### src/rtl/oam_dma_pkg.sv
// Shared definitions for the OAM DMA engine: FSM state encoding and the
// two fixed bus addresses the engine decodes or drives.
package oam_dma_pkg;

    // Transfer sequencer states.
    typedef enum logic [2:0] {
        IDLE  = 3'd0,
        HALT  = 3'd1,
        ALIGN = 3'd2,
        READ  = 3'd3,
        WRITE = 3'd4
    } dma_state_t;

    // CPU-visible trigger register address.
    localparam logic [15:0] OAMDMA_ADDR  = 16'h4014;
    // Sprite memory data port every fetched byte is written to.
    localparam logic [15:0] OAMDATA_ADDR = 16'h2004;

endpackage

### src/rtl/oam_dma.sv
// OAM DMA engine: a CPU write to the trigger register halts the core and
// copies one 256-byte page to the sprite data port as 256 read/write pairs.
// Reads always land on even (get) cycles; a single ALIGN cycle is inserted
// when the HALT cycle itself falls on an even cycle.
//
// Bus handshake: there is no ready/valid on the system bus. When dma_own=1
// the bus mux passes bus_addr/bus_rw/bus_wdata to the bus for exactly that
// cycle, and read data on bus_rdata is taken at the end of a READ cycle.
// The CPU is held off by cpu_ready=0 for the whole transfer.
import oam_dma_pkg::*;

module oam_dma (
    input  logic        clk,
    input  logic        reset_n,
    input  logic [15:0] cpu_addr,
    input  logic [7:0]  cpu_wdata,
    input  logic        cpu_rw,
    input  logic [7:0]  bus_rdata,
    output logic        cpu_ready,
    output logic        dma_own,
    output logic [15:0] bus_addr,
    output logic [7:0]  bus_wdata,
    output logic        bus_rw,
    output logic        busy
);

    dma_state_t state;
    dma_state_t state_nxt;
    logic [7:0] page;
    logic [7:0] cnt;
    logic [7:0] data_q;
    logic       parity;   // 0 = get (even) cycle, 1 = put (odd) cycle
    logic       trigger;

    // Next-state and output decode; every output is fully defined per state.
    always_comb begin
        state_nxt = state;
        cpu_ready = 1'b0;
        busy      = 1'b1;
        dma_own   = 1'b0;
        bus_addr  = 16'h0000;
        bus_wdata = 8'h00;
        bus_rw    = 1'b0;
        trigger   = 1'b0;
        case (state)
            IDLE: begin
                cpu_ready = 1'b1;
                busy      = 1'b0;
                // cpu_ready is 1 only here, so IDLE alone qualifies the trigger.
                trigger   = cpu_rw && (cpu_addr == OAMDMA_ADDR);
                if (trigger) begin
                    state_nxt = HALT;
                end
            end
            HALT: begin
                // Next cycle must be a get cycle for READ; if it is not, burn one.
                state_nxt = parity ? READ : ALIGN;
            end
            ALIGN: begin
                state_nxt = READ;
            end
            READ: begin
                dma_own   = 1'b1;
                bus_addr  = {page, cnt};
                state_nxt = WRITE;
            end
            WRITE: begin
                dma_own   = 1'b1;
                bus_rw    = 1'b1;
                bus_addr  = OAMDATA_ADDR;
                bus_wdata = data_q;
                state_nxt = (cnt == 8'hFF) ? IDLE : READ;
            end
            default: begin
                state_nxt = IDLE;
            end
        endcase
    end

    // State, parity, page/counter and fetched-byte registers.
    always_ff @(posedge clk) begin
        if (!reset_n) begin
            state  <= IDLE;
            cnt    <= 8'h00;
            page   <= 8'h00;
            data_q <= 8'h00;
            parity <= 1'b0;
        end else begin
            state  <= state_nxt;
            parity <= ~parity;
            if (trigger) begin
                page <= cpu_wdata;
                cnt  <= 8'h00;
            end
            if (state == READ) begin
                data_q <= bus_rdata;
            end
            if (state == WRITE) begin
                // Wraps to 0 on the final write, ready for the next transfer.
                cnt <= cnt + 8'd1;
            end
        end
    end

endmodule

### config.mk
export PLATFORM = sky130hd
export DESIGN_NAME = oam_dma
export DESIGN_NICKNAME = d
export VERILOG_FILES = /design/src/rtl/oam_dma_pkg.sv /design/src/rtl/oam_dma.sv
export SDC_FILE = /design/constraint.sdc
export NUM_CORES = 1
export LEC_CHECK = 0
export ABC_CLOCK_PERIOD_IN_PS = 3200
export CAP_MARGIN = 10
export CORE_MARGIN = 1.5
export CORE_UTILIZATION = 46
export CTS_BUF_LIST = sky130_fd_sc_hd__clkbuf_16
export CTS_CLUSTER_DIAMETER = 150
export CTS_CLUSTER_SIZE = 10
export DETAILED_ROUTE_END_ITERATION = 10
export PLACE_DENSITY = 0.85
export SYNTH_ARGS = -nofsm -noshare
export SYNTH_HDL_FRONTEND = slang
export SYNTH_SLANG_ARGS = --single-unit
### constraint.sdc
create_clock -name clk -period 3.2 [get_ports clk]
set_input_delay 0.64 -clock clk [delete_from_list [all_inputs] [get_ports clk]]
set_output_delay 0.64 -clock clk [all_outputs]
set_load 0.03 [all_outputs]
==> results of run 1 <==
## cell usage in the layout (no fill, tap or decap), drive strengths merged, types with 2 or more instances in the layout
| master | instances |
|---|---|
| xnor2 | 3 |
| and3 | 4 |
| inv | 3 |
| mux2i | 8 |
| buf | 2 |
| nand4 | 5 |
| a21boi | 10 |
| nand3b | 2 |
| and2 | 25 |
| nor2b | 2 |
| o21ai | 4 |
| nor2 | 6 |
| dfxtp | 28 |
| nand2 | 42 |
| clkbuf | 3 |
| clkdlybuf4s50 | 62 |
| or2 | 2 |
| nand2b | 2 |
| nand3 | 8 |
| nor4 | 2 |
| nor4b | 2 |
| a31oi | 2 |
## critical path: cells and delay by family (launching register included)
family / cells / cell delay, ps
buffers and inverters: 2 / 930
and+or+nand+nor: 3 / 390
DFF: 1 / 490
## through the flow
stage               hold WS (ps)  area, µm²  total power, mW
floorplan                    392       1500            0.461
global placement             404       2140            0.533
detailed placement           411       2140            0.536
CTS                          422       2240            0.901
global route                 464       2240            0.931
finish                       421       2240            0.893
## power breakdown
part / internal [mW] / leakage, nW / switching (mW)
Clock: 0.249 / 0.0511 / 0.117
Sequential: 0.356 / 0.226 / 0.0153
Combinational: 0.0851 / 0.549 / 0.0703
Total: 0.690 / 0.826 / 0.202
## registers in the layout, summed over array words and instances (netlist names)
| register | flops |
|---|---|
| cnt | 8 |
| data_q | 8 |
| page | 8 |
| state | 3 |
| parity | 1 |
## metal layers
metal  track usage [%]  part of all wire (%)  vias to the layer above
li1                  -                     -                      727
met1              23.1                    43                      647
met2              35.4                    50                       42
met3              3.46                   6.2                        2
met4              7.30                  0.30                        0
met5                 0                     0                        -
## layout make-up
class	instances	area, µm²	share of cell area [%]
Multi-Input combinational cell	140	875	39.0
Inverter	3	11.3	0.502
Clock inverter	1	30.0	1.34
Sequential cell	28	561	25.0
Timing Repair Buffer	64	636	28.3
Clock buffer	3	75.1	3.35
Tap cell	44	55.1	2.46
## final timing paths
kind | from | endpoint | slack [ps] | cells after the start
max reg2reg | state[2] | cnt[3] | 1660 | 5
min reg2reg | parity | parity | 420 | 1
min | parity | parity | 420 | 1
max | state[0] | bus_addr[7] | 480 | 5
## synth_stat cells (2+ instances only)
cell type  instances
a21boi_1           9
a31oi_1            2
and2_1            25
and3_1             4
buf_2              4
clkbuf_1           4
dfxtp_1           28
inv_1              2
mux2i_1            8
nand2_1           41
nand2b_1           2
nand3_1            7
nand3b_1           2
nand4_1            5
nor2_1             3
nor2_4             2
nor2b_1            2
nor4_1             2
nor4b_2            2
o21ai_1            3
xnor2_1            3
## kinds of logic after synthesis
| family | count (synthesis) |
|---|---|
| AOI/OAI and AO/OA | 21 |
| buffers and inverters | 13 |
| DFF | 28 |
| xor gates and xnor gates | 4 |
| and+or+nand+nor | 106 |
| adders and majority gates | 1 |
| muxes | 8 |
==> reports/results.ini, run 1 <==
[logic_synthesis]
synth_edf_count=0
yosys.area_share.simple_pct=39.9
synth_top_area_cell=dfxtp_1
synth_compound_area_share_pct=9.73
yosysUniqueCellTypes=42
syn_avg_cell_area_um2=8.31
synth_top_family_by_area=simple AND/OR/NAND/NOR gates
netlist_area_um2=1500
yosys.area_share.adder_pct=0.832
ys_top_cells_by_area=dfxtp_1 (37%), and2_1 (10%), nand2_1 (10%)
synth.area.mux_share_pct=5.32
async_flop_share_pct=0
syn_inst=181
synth_top_cell_area_share_pct=37.3
ys_warn_count=0
synth-seq-cells=28
synthFlopType=dfxtp_1
synth_seq_area_share_pct=37.3
syn-num-nets=217
synth_xor_area_share_pct=2.33

[global_route]
grt_max_degree=29
grtUsageTotal_pct=19.7
grt_pass1_wl_mm=5.45
grt_overflow=0
grt_pass1_vias=1306
antenna_found_initial=0

[floorplan]
initial_core_util_pct=48.9
die_w_um=60.2
die_h_um=60.2
row_count=20
fp.dieArea_um2=3620
io_pins=63
core_area_um2=3080

[setup_path]
crit_fanout=25
end_kind=output port
crit_arrival_ps=2080
startpoint_type=flip-flop
slowest_delay_ps=680
path_cells=nand2_1 -> nor2_2 -> buf_4 -> and2_1 -> clkdlybuf4s50_1
crit_type=flip-flop to output port
cp.required_ps=2560
worst_path_max_delay_cell=clkdlybuf4s50_1

[cells_and_area]
fin_util_pct=72.8
areaGrowthSynthToFinish_pct=49.1
fillers=246
final_cells=283
nNetsFinal=276
num_antenna_cells=0
layout-drive-gt1-share_pct=7.11

[timing]
setup_viol=0
fin_skew_ps=2.41
rsz0062_at_grt=false
final.min_clock_period_ps=2720
tns_ps=0
maxSlewHeadroom_pct=41.9
max_freq_ghz=0.368
hold_viol=0
setup_ws_ps=482
min_period_over_period_pct=84.9
drv_slew=0
worst_pin_slew_ps=869

[drt]
dr.pass1.iters=4
vias=1418
drc=0
postRouteAntennaNets=0
wl_per_cell_um=11.8
drt-initial-drc-count=37
wirelength_mm=3.35
via_per_inst=5.01

[place]
gp_congestion=0.849
hpwl_mm=2.36
io_buffers=62
place_ws_ps=780
placed_cells=279

[job]
cap_viol_max_count=0

[clocking]
cts_tree=built
cts_max_path_buffers=2
clkSlewWorstSetupHoldPaths_ps=70
htreeDepth=1
post_cts_buffers=0
root_buffer=clkbuf_16
ctsResizeCount=0
cts.sinks=28
cts_buffers=3
holdBufCountCts=0
insertion_delay_ps=260

[outcome]
status=finished, final reports clean

[pwr]
power_leakage_nw=0.826
ir_drop_mv=0.208
power.density_cell_area_nw_per_um2=398

[worst_hold_path]
hp-class=flip-flop to flip-flop

Note: power is estimated with default switching activity, not from simulation.
==> run 2: changes to the inputs <==
--- a/config.mk
+++ b/config.mk
@@ -5,15 +5,15 @@
 export SDC_FILE = /design/constraint.sdc
 export NUM_CORES = 1
 export LEC_CHECK = 0
-export ABC_CLOCK_PERIOD_IN_PS = 3200
+export ABC_CLOCK_PERIOD_IN_PS = 2700
 export CAP_MARGIN = 10
 export CORE_MARGIN = 1.5
-export CORE_UTILIZATION = 46
+export CORE_UTILIZATION = 42
 export CTS_BUF_LIST = sky130_fd_sc_hd__clkbuf_16
 export CTS_CLUSTER_DIAMETER = 150
 export CTS_CLUSTER_SIZE = 10
 export DETAILED_ROUTE_END_ITERATION = 10
-export PLACE_DENSITY = 0.85
+export PLACE_DENSITY = 0.79
 export SYNTH_ARGS = -nofsm -noshare
 export SYNTH_HDL_FRONTEND = slang
 export SYNTH_SLANG_ARGS = --single-unit
==> constraint.sdc (replaced) <==
create_clock -name clk -period 2.7 [get_ports clk]
set_input_delay 0.54 -clock clk [delete_from_list [all_inputs] [get_ports clk]]
set_output_delay 0.54 -clock clk [all_outputs]
set_load 0.03 [all_outputs]
==> run 2 against run 1 <==
Worst setup slack worse by 370 ps; critical path depth unchanged; combinational power up 21%; power up 7.1%; register-to-register slack worse by 470 ps; first-iteration DRC count up 38%; hold slack worse by 3.0 ps; clock skew down 1.1 ps; sequential share of layout area about the same; critical path type unchanged; highest routed layer unchanged.
==> reports/results.ini, run 2 (same netlist as run 1, synthesis figures left out) <==
[outcome]
status=finished, final reports clean

[cells_and_area]
final_cell_mix=clkdlybuf4s50_1 (50), nand2_1 (41), dfxtp_1 (28)
largestRegisters=cnt x8, data_q x8, page x8
fin_util_pct=66.1  ; -6.7 points
final_cells=288  ; +1.8%
layout-drive-gt1-share_pct=10.3  ; +3.2 points
nNetsFinal=279  ; +1.1%
num_antenna_cells=0  ; unchanged
areaGrowthSynthToFinish_pct=49.0  ; about the same
layout_commonest_cell=clkdlybuf4s50_1
design_area_um2=2240  ; about the same

[setup_path]
crit_buf_inv=2  ; unchanged
startpoint_type=flip-flop
crit_type=flip-flop to output port
cp.required_ps=2160  ; -400 ps
slowest_delay_ps=660  ; -20 ps
path_cells=nand2_1 -> nor2_2 -> buf_4 -> and2_1 -> clkdlybuf4s50_1
cp_top_family=buffers and inverters
ff2ff_setup_slack_ps=1190  ; -470 ps
crit_fanout=18  ; -28%
crit_arrival_ps=2050  ; -30 ps
worst_path_max_delay_cell=clkdlybuf4s50_1
end_kind=output port

[drt]
vias=1418  ; unchanged
wirelength_mm=3.39  ; +1.2%
via_per_inst=4.92  ; -1.7%
postRouteAntennaNets=0  ; unchanged
wl_per_cell_um=11.8  ; -0.53%
dr.pass1.iters=4  ; unchanged
drc=0  ; unchanged
drt-initial-drc-count=51  ; +38%

[floorplan]
initial_core_util_pct=44.4  ; -4.5 points
io_pins=63  ; unchanged
row_count=21  ; +5.0%
die_w_um=62.8  ; +4.4%
core_area_um2=3390  ; +10%
die_h_um=62.8  ; +4.4%
fp.dieArea_um2=3950  ; +9.0%

[clocking]
ctsResizeCount=0  ; unchanged
holdBufCountCts=0  ; unchanged
htreeDepth=1  ; unchanged
cts.sinks=28  ; unchanged
root_buffer=clkbuf_16
cts_tree=built
cts_buffers=3  ; unchanged
post_cts_buffers=0  ; unchanged
clkSlewWorstSetupHoldPaths_ps=60  ; about the same
insertion_delay_ps=260  ; about the same
cts_max_path_buffers=2  ; unchanged

[place]
postPlaceCellArea_um2=2150  ; +0.47%
io_buffers=62  ; unchanged
placed_cells=284  ; +1.8%
hpwl_mm=2.41  ; +2.2%
place_ws_ps=379  ; -401 ps
gp_congestion=0.751  ; -11%

[timing]
fin_hold_ws_ps=418  ; -2.98 ps
drv_slew=0  ; unchanged
rsz0062_at_grt=false
tns_ps=0  ; unchanged
final.min_clock_period_ps=2590
min_period_over_period_pct=95.9
maxSlewHeadroom_pct=68.4  ; +26 points
max_freq_ghz=0.386
worst_pin_slew_ps=474  ; -395 ps
setup_viol=0  ; unchanged
setup_ws_ps=110  ; -373 ps
fin_skew_ps=1.33  ; -1.08 ps
hold_viol=0  ; unchanged

[pwr]
ir_drop_mv=0.408  ; +96%
seq_power_share_pct=46.0  ; +4.4 points
comb_power_share_pct=19.6  ; +2.2 points
power_leakage_nw=0.952  ; +15%
total_power_mw=0.956  ; +7.1%
clockPowerShare_pct=34.3  ; -6.7 points
p_sw_share_pct=24.5  ; +1.8 points
power.switching_mw=0.234  ; +16%
power.density_cell_area_nw_per_um2=427  ; +7.1%
cell_internal_pwr_mw=0.722  ; +4.6%

[global_route]
grt_util_met2_pct=33.2  ; -2.2 points
grt_use_met1_pct=21.1  ; -2.1 points
grt_pass1_vias=1394  ; +6.7%
grt_max_degree=41  ; +41%
grt_overflow=0  ; unchanged
grtUsageTotal_pct=18.6  ; -1.2 points
grt_pass1_wl_mm=5.99  ; +9.9%
antenna_found_initial=0  ; unchanged
grtUsageMet3_pct=5.41  ; +1.9 points
grt.busiest_layer=met2

[worst_hold_path]
hp-class=flip-flop to flip-flop

[job]
cap_viol_max_count=0  ; unchanged

[run 2: area by class of cell]
type / count / area, µm²
fillers: 297 / 1150
multi-input cells: 140 / 875
repair buffers: 67 / 658
flip-flops and latches: 28 / 561
clock buffers: 3 / 75.1
well taps: 46 / 57.6
inverters: 3 / 11.3
clock inverters: 1 / 3.75
[run 2: routing by layer]
metal  share of wire, %  wire length (µm)
met5                  0                 0
met4                2.1                71
met3                6.1               206
met2                 47              1590
met1                 45              1520
[run 2: power by group through the flow]
stage                     combinational (mW)  sequential, mW  clock (mW)
after CTS                              0.190           0.440       0.338
after floorplan                       0.0990           0.447           0
final                                  0.188           0.440       0.328
after global routing                   0.205           0.441       0.350
after global placement                 0.187           0.448           0
after detailed placement               0.189           0.449           0
[run 2: path summary, 6_finish.rpt]
check / to / from / cells past startpoint
min: parity / parity / 1
max: bus_addr[8] / state[1] / 5
min reg2reg: parity / parity / 1
max reg2reg: page[6] / state[2] / 4
[run 2: worst register-to-register path, cell delays in order, from the launching register on]
cell and delay (ps):
dfxtp_1 450, nor3_4 250, nand3_2 120, nor2_4 380
mux2i_1 240
==> run 3: changes to the inputs <==
--- a/config.mk
+++ b/config.mk
@@ -5,7 +5,7 @@
 export SDC_FILE = /design/constraint.sdc
 export NUM_CORES = 1
 export LEC_CHECK = 0
-export ABC_CLOCK_PERIOD_IN_PS = 2700
+export ABC_CLOCK_PERIOD_IN_PS = 2440
 export CAP_MARGIN = 10
 export CORE_MARGIN = 1.5
 export CORE_UTILIZATION = 42
==> constraint.sdc (replaced) <==
create_clock -name clk -period 2.44 [get_ports clk]
set_input_delay 0.488 -clock clk [delete_from_list [all_inputs] [get_ports clk]]
set_output_delay 0.488 -clock clk [all_outputs]
set_load 0.03 [all_outputs]
==> run 3 against run 2 <==
Sequential power up 11%; highest routed layer unchanged; worst setup slack lost 53 ps; sequential share of layout area is 0.21 points lower; cell area up 0.84%.
==> reports/results.ini, run 3 (same netlist as run 1, synthesis figures left out) <==
[outcome]
status=finished, final reports clean

[drt]
drt-initial-drc-count=65  ; +27%
via_per_inst=4.93  ; about the same
vias=1419  ; +0.071%
wirelength_mm=3.61  ; +6.6%
dr.pass1.iters=4  ; unchanged
drc=0  ; unchanged
postRouteAntennaNets=0  ; unchanged
wl_per_cell_um=12.5  ; +6.6%

[timing]
maxSlewHeadroom_pct=72.5  ; +4.1 points
setup_viol=0  ; unchanged
tns_ps=0  ; unchanged
fin_hold_ws_ps=416  ; -2.11 ps
rsz0062_at_grt=false
hold_viol=0  ; unchanged
setup_ws_ps=57.0  ; -52.9 ps
fin_skew_ps=2.68  ; +1.35 ps
max_freq_ghz=0.420
worst_pin_slew_ps=412  ; -61.8 ps
drv_slew=0  ; unchanged
final.min_clock_period_ps=2380
min_period_over_period_pct=97.7

[pwr]
cell_internal_pwr_mw=0.906  ; +26%
power.switching_mw=0.272  ; +16%
power_leakage_nw=1.03  ; +7.7%
total_power_mw=1.18  ; +23%
comb_power_share_pct=17.7  ; -1.9 points
clockPowerShare_pct=41.0  ; +6.7 points
seq_power_share_pct=41.3  ; -4.7 points
power.density_cell_area_nw_per_um2=522  ; +22%
ir_drop_mv=0.261  ; -36%
p_sw_share_pct=23.1  ; -1.4 points

[place]
gp_congestion=0.815  ; +8.5%
io_buffers=62  ; unchanged
hpwl_mm=2.57  ; +6.5%
placed_cells=284  ; unchanged
place_ws_ps=299  ; -79.8 ps

[global_route]
grt_overflow=0  ; unchanged
grtUsageTotal_pct=18.9  ; +0.38 points
grt_pass1_wl_mm=6.04  ; +0.80%
grt_max_degree=41  ; unchanged
antenna_found_initial=0  ; unchanged
grt_pass1_vias=1352  ; -3.0%

[setup_path]
crit_arrival_ps=1900  ; -150 ps
startpoint_type=flip-flop
end_kind=output port
crit_fanout=5  ; -13
crit_type=flip-flop to output port
crit_buf_inv=1  ; -1
worst_path_max_delay_cell=clkdlybuf4s50_1
slowest_delay_ps=680  ; +20 ps
path_cells=nand2_1 -> or2_1 -> nand2_1 -> clkdlybuf4s50_1
cp_top_family=buffers and inverters
cp.required_ps=1950  ; -210 ps
crit_top_cell=nand2_1

[cells_and_area]
nNetsFinal=279  ; unchanged
num_antenna_cells=0  ; unchanged
areaGrowthSynthToFinish_pct=50.2
final_cells=288  ; unchanged
layout-drive-gt1-share_pct=14.9  ; +4.5 points
layout_commonest_cell=nand2_1
largestRegisters=cnt x8, data_q x8, page x8
final_cell_mix=nand2_1 (41), clkdlybuf4s50_1 (38), dfxtp_1 (28)

[clocking]
insertion_delay_ps=260  ; about the same
htreeDepth=1  ; unchanged
cts_tree=built
post_cts_buffers=0  ; unchanged
clkSlewWorstSetupHoldPaths_ps=60  ; about the same
cts_max_path_buffers=2  ; unchanged
ctsResizeCount=0  ; unchanged
holdBufCountCts=0  ; unchanged
root_buffer=clkbuf_16
cts_buffers=3  ; unchanged
cts.sinks=28  ; unchanged

[floorplan]
fp.dieArea_um2=3950  ; unchanged
io_pins=63  ; unchanged
die_w_um=62.8  ; unchanged
row_count=21  ; unchanged
die_h_um=62.8  ; unchanged
core_area_um2=3390  ; unchanged
initial_core_util_pct=44.4  ; unchanged

[job]
cap_viol_max_count=0  ; unchanged

[worst_hold_path]
hp-class=flip-flop to flip-flop

run 3: final timing paths:
kind	startpoint	slack (ps)	cells after the start	endpoint
worst max-delay path	state[1]	60	4	dma_own
worst min-delay path	parity	420	1	parity
worst max register to register	state[2]	920	5	page[6]
worst min register to register	parity	420	1	parity
run 3: power groups by stage:
stage	combinational (mW)	sequential (mW)	clock, mW
finish	0.209	0.487	0.483
global route	0.226	0.487	0.510
CTS	0.209	0.487	0.490
detailed placement	0.208	0.498	0
global placement	0.205	0.496	0
floorplan	0.110	0.495	0
run 3: layout make-up:
cell class | instances | area, µm²
fillers | 287 | 1130
multi-input cells | 140 | 875
repair buffers | 67 | 651
flip-flops and latches | 28 | 561
clock buffers | 3 | 75.1
well taps | 46 | 57.6
clock inverters | 1 | 30.0
inverters | 3 | 11.3
run 3: through the flow:
step | instance area (µm²) | util [%]
finish | 2260 | 66.7
global route | 2260 | 66.7
CTS | 2240 | 66.1
detailed placement | 2130 | 63.0
global placement | 2130 | 63.0
floorplan | 1500 | -
run 3: layer usage:
layer / global-route usage, % / vias to the layer above / part of all wire, %
li1: - / 731 / -
met1: 22.6 / 644 / 45
met2: 32.8 / 37 / 49
met3: 3.78 / 7 / 4.0
met4: 8.33 / 0 / 1.9
met5: 0 / - / 0
run 3: worst reg2reg max path, stage by stage (launching register included):
cell and delay, ps:
dfxtp_1 350, buf_4 190, nor3_4 200, nand3_2 120, nor2_4 370, mux2i_1 230
